$ cat config.mk
export PLATFORM = sky130hd
export DESIGN_NAME = uart_mult_ctrl
export DESIGN_NICKNAME = d
export VERILOG_FILES = /design/src/rtl/uart_mult_ctrl.sv
export SDC_FILE = /design/constraint.sdc
export NUM_CORES = 1
export LEC_CHECK = 0
export BUFFER_PORTS_ARGS = -buffer_cell sky130_fd_sc_hd__buf_2
export CORE_MARGIN = 4
export CORE_UTILIZATION = 51
export CTS_CLUSTER_SIZE = 14
export DETAILED_ROUTE_END_ITERATION = 8
export PLACE_DENSITY = 0.79
export SLEW_MARGIN = 25
export SYNTH_ARGS = -nofsm -noshare
export SYNTH_HDL_FRONTEND = slang
export SYNTH_SLANG_ARGS = --single-unit
$ cat constraint.sdc
create_clock -name i_clk -period 2.3 [get_ports i_clk]
set_clock_uncertainty 0.05 [all_clocks]
set_input_delay 0.115 -clock i_clk [delete_from_list [all_inputs] [get_ports i_clk]]
set_output_delay 0.115 -clock i_clk [all_outputs]
set_load 0.01 [all_outputs]
$ cat src/rtl/uart_mult_ctrl.sv
// rtl/uart_mult_ctrl.sv - UART frame sequencer driving an 8x8 multiplier core
module uart_mult_ctrl #(
  parameter logic [7:0] SYNC_BYTE   = 8'hA5,
  parameter logic [7:0] ERR_BYTE    = 8'hEE,
  parameter logic [7:0] MUL_TIMEOUT = 8'd255
) (
  input  logic        i_clk,
  input  logic        i_reset,
  input  logic [7:0]  i_rx_data,
  input  logic        i_rx_valid,
  input  logic        i_tx_ready,
  output logic [7:0]  o_tx_data,
  output logic        o_tx_start,
  output logic [7:0]  o_mul_a,
  output logic [7:0]  o_mul_b,
  output logic        o_mul_start,
  input  logic        i_mul_done,
  input  logic [15:0] i_mul_product,
  output logic        o_busy,
  output logic        o_rx_overrun,
  output logic        o_frame_err
);

  typedef enum logic [3:0] {
    S_IDLE, S_GET_A, S_GET_B, S_MUL_GO, S_MUL_WAIT,
    S_TX_HI, S_TX_HI_WAIT, S_TX_LO, S_TX_LO_WAIT, S_TX_ERR, S_TX_ERR_WAIT
  } state_t;

  state_t      r_state;
  state_t      w_next;
  logic [7:0]  r_tx_data;
  logic [7:0]  r_mul_a;
  logic [7:0]  r_mul_b;
  logic [15:0] r_prod;
  logic [7:0]  r_cnt;
  logic        r_overrun;
  logic        r_frame_err;
  logic        r_guard;     // high only in the first cycle after tx_start
  logic        r_seen_low;  // tx_ready observed low since the last tx_start

  logic w_rx_state;
  logic w_send_state;
  logic w_wait_state;
  logic w_timeout;
  logic w_wait_done;
  logic w_tx_start;
  logic w_mul_start;

  assign w_rx_state   = (r_state == S_IDLE) || (r_state == S_GET_A) || (r_state == S_GET_B);
  assign w_send_state = (r_state == S_TX_HI) || (r_state == S_TX_LO) || (r_state == S_TX_ERR);
  assign w_wait_state = (r_state == S_TX_HI_WAIT) || (r_state == S_TX_LO_WAIT) ||
                        (r_state == S_TX_ERR_WAIT);
  assign w_timeout    = (r_cnt == MUL_TIMEOUT);
  // A byte is finished once tx_ready went low and came back, ignoring the guard cycle.
  assign w_wait_done  = w_wait_state && !r_guard && r_seen_low && i_tx_ready;

  // State register
  always_ff @(posedge i_clk) begin
    if (i_reset) r_state <= S_IDLE;
    else         r_state <= w_next;
  end

  // Next-state and strobe outputs
  always_comb begin
    w_next      = r_state;
    w_tx_start  = 1'b0;
    w_mul_start = 1'b0;
    case (r_state)
      S_IDLE:        if (i_rx_valid && (i_rx_data == SYNC_BYTE)) w_next = S_GET_A;
      S_GET_A:       if (i_rx_valid) w_next = S_GET_B;
      S_GET_B:       if (i_rx_valid) w_next = S_MUL_GO;
      S_MUL_GO: begin
        w_mul_start = 1'b1;
        w_next      = S_MUL_WAIT;
      end
      S_MUL_WAIT: begin
        // done has priority over a coincident timeout
        if (i_mul_done)     w_next = S_TX_HI;
        else if (w_timeout) w_next = S_TX_ERR;
      end
      S_TX_HI: begin
        w_tx_start = i_tx_ready;
        if (i_tx_ready) w_next = S_TX_HI_WAIT;
      end
      S_TX_LO: begin
        w_tx_start = i_tx_ready;
        if (i_tx_ready) w_next = S_TX_LO_WAIT;
      end
      S_TX_ERR: begin
        w_tx_start = i_tx_ready;
        if (i_tx_ready) w_next = S_TX_ERR_WAIT;
      end
      S_TX_HI_WAIT:  if (w_wait_done) w_next = S_TX_LO;
      S_TX_LO_WAIT:  if (w_wait_done) w_next = S_IDLE;
      S_TX_ERR_WAIT: if (w_wait_done) w_next = S_IDLE;
      default:       w_next = S_IDLE;
    endcase
  end

  // Operand, product, timeout counter, tx byte and status flag registers
  always_ff @(posedge i_clk) begin
    if (i_reset) begin
      r_tx_data   <= 8'h00;
      r_mul_a     <= 8'h00;
      r_mul_b     <= 8'h00;
      r_prod      <= 16'h0000;
      r_cnt       <= 8'h00;
      r_overrun   <= 1'b0;
      r_frame_err <= 1'b0;
      r_guard     <= 1'b0;
      r_seen_low  <= 1'b0;
    end else begin
      r_frame_err <= (r_state == S_IDLE) && i_rx_valid && (i_rx_data != SYNC_BYTE);
      if (i_rx_valid && !w_rx_state) r_overrun <= 1'b1;
      if ((r_state == S_GET_A) && i_rx_valid) r_mul_a <= i_rx_data;
      if ((r_state == S_GET_B) && i_rx_valid) r_mul_b <= i_rx_data;

      if (r_state == S_MUL_GO)
        r_cnt <= 8'h00;
      else if ((r_state == S_MUL_WAIT) && !i_mul_done && (r_cnt != 8'hFF))
        r_cnt <= r_cnt + 8'd1;

      // tx_data is loaded on entry to each send state and held through its wait state
      if ((r_state == S_MUL_WAIT) && i_mul_done) begin
        r_prod    <= i_mul_product;
        r_tx_data <= i_mul_product[15:8];
      end else if ((r_state == S_MUL_WAIT) && w_timeout) begin
        r_tx_data <= ERR_BYTE;
      end else if ((r_state == S_TX_HI_WAIT) && w_wait_done) begin
        r_tx_data <= r_prod[7:0];
      end

      r_guard <= w_tx_start;
      if (w_tx_start)
        r_seen_low <= 1'b0;
      else if (w_wait_state && !r_guard && !i_tx_ready)
        r_seen_low <= 1'b1;
    end
  end

  assign o_tx_data    = r_tx_data;
  assign o_tx_start   = w_tx_start;
  assign o_mul_a      = r_mul_a;
  assign o_mul_b      = r_mul_b;
  assign o_mul_start  = w_mul_start;
  assign o_busy       = (r_state != S_IDLE);
  assign o_rx_overrun = r_overrun;
  assign o_frame_err  = r_frame_err;

endmodule

# Yosys cells after proc, flatten, opt, wreduce, memory -nomap -nowiden
# Index checks and enable logic that the tools add are counted.
[classes]
add_sub_neg = 1
mul = 0
n_div = 0
order_cmp = 0
n_eq_ne = 23
shift = 0
n_mux = 16
n_bitwise = 0
n_reduce_logical = 31
[ops]
columns = ["op", "n"]
rows = [
  ["4-bit 2-to-1 mux", 10],
  ["4-bit one-hot mux with 10 select lines", 1],
  ["8-bit 2-to-1 mux", 3],
  ["4-bit by 3-bit == test with 1-bit output (second input constant)", 4],
  ["8-bit == test (second input constant)", 2],
  ["8-bit inequality test (second input constant)", 2],
  ["1-bit logical AND", 15],
  ["4-bit == test (second input constant)", 3],
  ["2-bit inequality test (second input constant)", 6],
  ["9-bit AND reduction", 1],
  ["8-bit by 1-bit adder with 8-bit output (second input constant)", 1],
  ["4-bit by 2-bit == test with 1-bit output (second input constant)", 2],
  ["2-bit OR reduction", 3],
  ["4-bit by 1-bit == test with 1-bit output (second input constant)", 1],
  ["1-bit zero test", 4],
  ["4-bit zero test", 1],
  ["1-bit logical OR", 4],
  ["2-bit by 1-bit inequality test with 1-bit output (second input constant)", 2],
  ["4-bit nonzero test", 1],
  ["3-bit inequality test (second input constant)", 1],
  ["3-bit nonzero test", 1],
  ["3-bit OR reduction", 1],
  ["1-bit 2-to-1 mux", 2],
]
[totals]
ff_bits = 48
latchBits = 0
ram_bits = 0
mem_bits_ro = 0
n_memories = 0

# Depth between registers and ports, before layout
[logic_depth]
word_depth = 10
ltp_mapped = 7
mapped_depth_nobuf = 6

# Worst setup path before layout
# OpenSTA, ideal clock, no wires.
[synth_path]
kind = "reg2reg"
start = "reg r_cnt[0]"
end = "reg r_state[2]"
setup_time_ps = 72
arrival_ps = 1736
t_required_ps = 2178
setup_slack_ps = 443
stages_incl_launch_ff = 8
period_less_slack_ps = 1857
cell_sequence = "dfxtp_1 -> ha_1 -> nand3_1 -> o211a_1 -> buf_6 -> nor4_4 -> a21boi_2 -> mux2i_1"
[synth_via]
elab_chain_cells = 3
[synth_lines]
columns = ["item", "line", "source"]
rows = [
  ["start, declared", "35", "logic [7:0] r_cnt;"],
  ["start signal, assigned", "121", "r_cnt <= r_cnt + 8'd1;"],
  ["8-bit == test", "53", "assign w_timeout = (r_cnt == MUL_TIMEOUT);"],
  ["3-bit inequality test (no source line)", "-", ""],
  ["9-bit AND reduction (no source line)", "-", ""],
  ["end signal, assigned", "60", "else r_state <= w_next;"],
  ["end, declared", "29", "state_t r_state;"],
]
# No other way between the ends.
# A chain may end at the register's enable or synchronous reset.

# Worst setup path in the final report
# Ends and elaborated chain as after synthesis.

==> impl_results.md <==
* CTS Buf Count at 5
* FF+latch count, synth at 48
* Pwr/cell area at 570 nW/um2
* First-pass GRT wire length at 7730 um
* Hold Crit Class: in -> reg
* Register area share after synthesis at 45.4%
* Synthesized cell area at 2120 um2
* Hold buffers post-CTS at 5
* Hold Fails Final Rpt at 0
* P_sw at 0.000299 W
* RSZ-0062 raised after global routing: no
* Sw frac at 20.2%
* Ports at 58
* Critical path class: reg -> reg
* Postcts setup bufs at 0
* Cells on worst reg2reg path at 6
* Die area at 5240 um2
* WP data required at 2.48 ns
* Final instance area at 2600 um2
* Fill cell count at 351
* GRT Resource Usage Total at 18.4%
* Beginning of the critical path: r_cnt[0]$_SDFFE_PP0P_
* Fmax at 484 MHz
* Max_cap viols at 0
* Slew @ Worst Pin at 0.743 ns
* Clock Latency Late Sink at 0.30 ns
* Post-DP Area at 2440 um2
* Clk slew on worst S/H paths at 0.08 ns
* Nets@finish at 332
* Unique masters post-synth at 44
* Total negative slack at 0 ns
* Layout cell share with drive strength beyond 1 at 26.1%
* Drt pass-1 iters at 4
* DRC viols at 0
* Asr flop ratio synth at 0%
* RR Startpoint: r_cnt[0]$_SDFFE_PP0P_
* Drt initial violations at 119
* Total Wirelength at 4680 um
* Synth Instances at 240
* Crit. End Element: flip-flop
* DRT antenna net count at 0
* Critical path startpoint category: flip-flop
* ANT cells at 0
* CTS root buf: clkbuf_8
* Area Overhead vs Synth at 22.9%
* Post-synth EDFFs at 0
* Tcrit/Tclk final at 89.9%
* H-tree levels at 2
* Maximum vdd drop at 0.410 mV
* Final min period at 2.07 ns
* Clock tree buffer depth at 2
* IO buf count at 57
* Leakage power at 1.22 nW
* Pin count of the biggest net entering global routing at 43
* Via count at 1863
* Min-delay src: i_mul_product[4]
* CP Max Fanout at 9
* Primary FF master, synth: dfxtp_1
* Syn_area_per_cell at 8.82 um2
* Drt via density at 5.28
* Max Transition Viols Final at 0
* Register area at 961 um2
* Hold Path Stages at 3
* Multi-input logic area at 1070 um2
* Final GP Congestion at 0.817
* Routed wire length per instance at 13.3 um
* Clk sinks at 48
* Post-DP HPWL at 3310 um
* CTS tree: built
* Ys Warns at 0
* Initial antenna violation count at 0
* Die Y at 72.4 um
* Status: complete, no violations
* Endpoints failing setup at 0
* Relative slew slack at 50.5%
* Die width at 72.4 um
* Vias in the first global route at 1746
* Clock power frac at 39.6%
* Core Area at 4000 um2
* Syn nets at 270
* P_int at 0.00118 W
* Global route overflow at 0
* Combinational power share at 4.3%
* Flop pwr share at 56.1%
* Flop-to-flop setup slack at 0.23 ns
* Crit path DAT at 2.25 ns
* Post-CTS Resized at 0
* Row count at 23
* Initial Util at 52.9%
[cells in the mapped netlist (2+ instances only)]
| library cell | n | area, um2 |
|---|---|---|
| a31oi_1 | 2 | 12.5 |
| mux2i_1 | 19 | 190 |
| o2bb2ai_1 | 6 | 52.6 |
| and3_1 | 2 | 12.5 |
| nor2_1 | 32 | 120 |
| nand2_1 | 38 | 143 |
| or2_2 | 2 | 12.5 |
| a211oi_1 | 3 | 22.5 |
| a21oi_1 | 18 | 90.1 |
| xor2_1 | 7 | 61.3 |
| nand2b_1 | 5 | 31.3 |
| or4_1 | 2 | 15.0 |
| a22oi_1 | 3 | 22.5 |
| clkbuf_1 | 7 | 26.3 |
| o21ai_0 | 2 | 10.0 |
| dfxtp_1 | 48 | 961 |
| nand3_1 | 5 | 25.0 |
| inv_1 | 5 | 18.8 |
| nor3_1 | 3 | 15.0 |
| nand4_1 | 6 | 37.5 |
| buf_2 | 2 | 10.0 |
[cell type report]
type	instances	share of cell area, %
sequential	48	37.0
multi-input combinational	174	41.3
timing repair buffer	67	14.3
inverter	6	0.866
tap	50	2.41
clock inverter	2	1.35
clock buffer	6	2.79
[kinds of logic (layout without fill, tap and decap cells)]
kind of cell	Yosys count	in the layout	share of synthesized area (%)
AND/OR/NAND/NOR	103	103	23.7
XOR/XNOR	8	8	3.31
flip-flops	48	48	45.4
multiplexers	19	19	8.99
adder cells (fa/ha/maj)	1	1	0.591
buffers and inverters	18	81	3.84
AO/OA/AOI/OAI	43	43	14.1
[final timing paths]
| path | to |
|---|---|
| min | r_prod[4]$_SDFFE_PP0P_ |
| min reg2reg | o_tx_data[7]$_SDFFE_PP0P_ |
| max reg2reg | r_state[2]$_SDFFE_PP0P_ |
| max | r_state[2]$_SDFFE_PP0P_ |
[critical path, cell delays in order, from the launching register on]
cell and delay, ns:
dfxtp_1 0.37, ha_1 0.22, nand3_1 0.11, o211a_1 0.36, nor4_4 0.47, a21boi_2 0.25, mux2i_1 0.19
[routing by layer]
layer | vias up | part of all wire (%) | global-route usage [%]
met4 | 0 | 1.3 | 6.35
li1 | 961 | - | -
met1 | 866 | 44 | 22.3
met5 | - | 0 | 0
met3 | 6 | 3.2 | 3.88
met2 | 30 | 52 | 32.1
[power groups by stage]
stage	combinational [W]	sequential [W]	clock (W)
6_report	0.0000638	0.000832	0.000587
3_5_place_dp	0.0000561	0.000852	0
5_1_grt	0.0000691	0.000833	0.000628
3_3_place_gp	0.0000565	0.000852	0
2_1_floorplan	0.0000214	0.000852	0
4_1_cts	0.0000633	0.000832	0.000601
[through the flow]
step	util, %	power (W)	worst slack (ns)	cells	hold WS, ns
after floorplan	-	0.000874	0.443	240	0.193
after global placement	61.1	0.000908	0.337	340	0.307
after detailed placement	61.1	0.000908	0.235	340	0.313
after CTS	65.0	0.00150	0.224	353	0.00000661
after global routing	65.0	0.00153	0.00188	353	0.0113
final	65.0	0.00148	0.233	353	0.00453
[placed cells by master, fill, tap and decap left out, drive strengths merged, types with 2 or more instances in the layout]
cell         instances
dfxtp               48
dlygate4sd3          5
a31oi                2
a211oi               4
nand2b               5
mux2i               19
xor2                 7
nor4b                2
and3                 2
nand3                5
a21oi               19
or4                  2
inv                  6
a22oi                3
nor2                32
or2                  2
o2bb2ai              6
nand2               38
clkbuf               6
nand4                6
nor3                 3
nor4                 2
o21ai                2
buf                 62
[registers in the layout (all words and copies together), names as in the netlist]
signal        count
r_prod            8
o_tx_data         8
r_state           4
o_mul_a           8
r_cnt             8
o_mul_b           8
r_guard           1
o_frame_err       1
r_seen_low        1
o_rx_overrun      1
(Power assumes the default switching activity.)
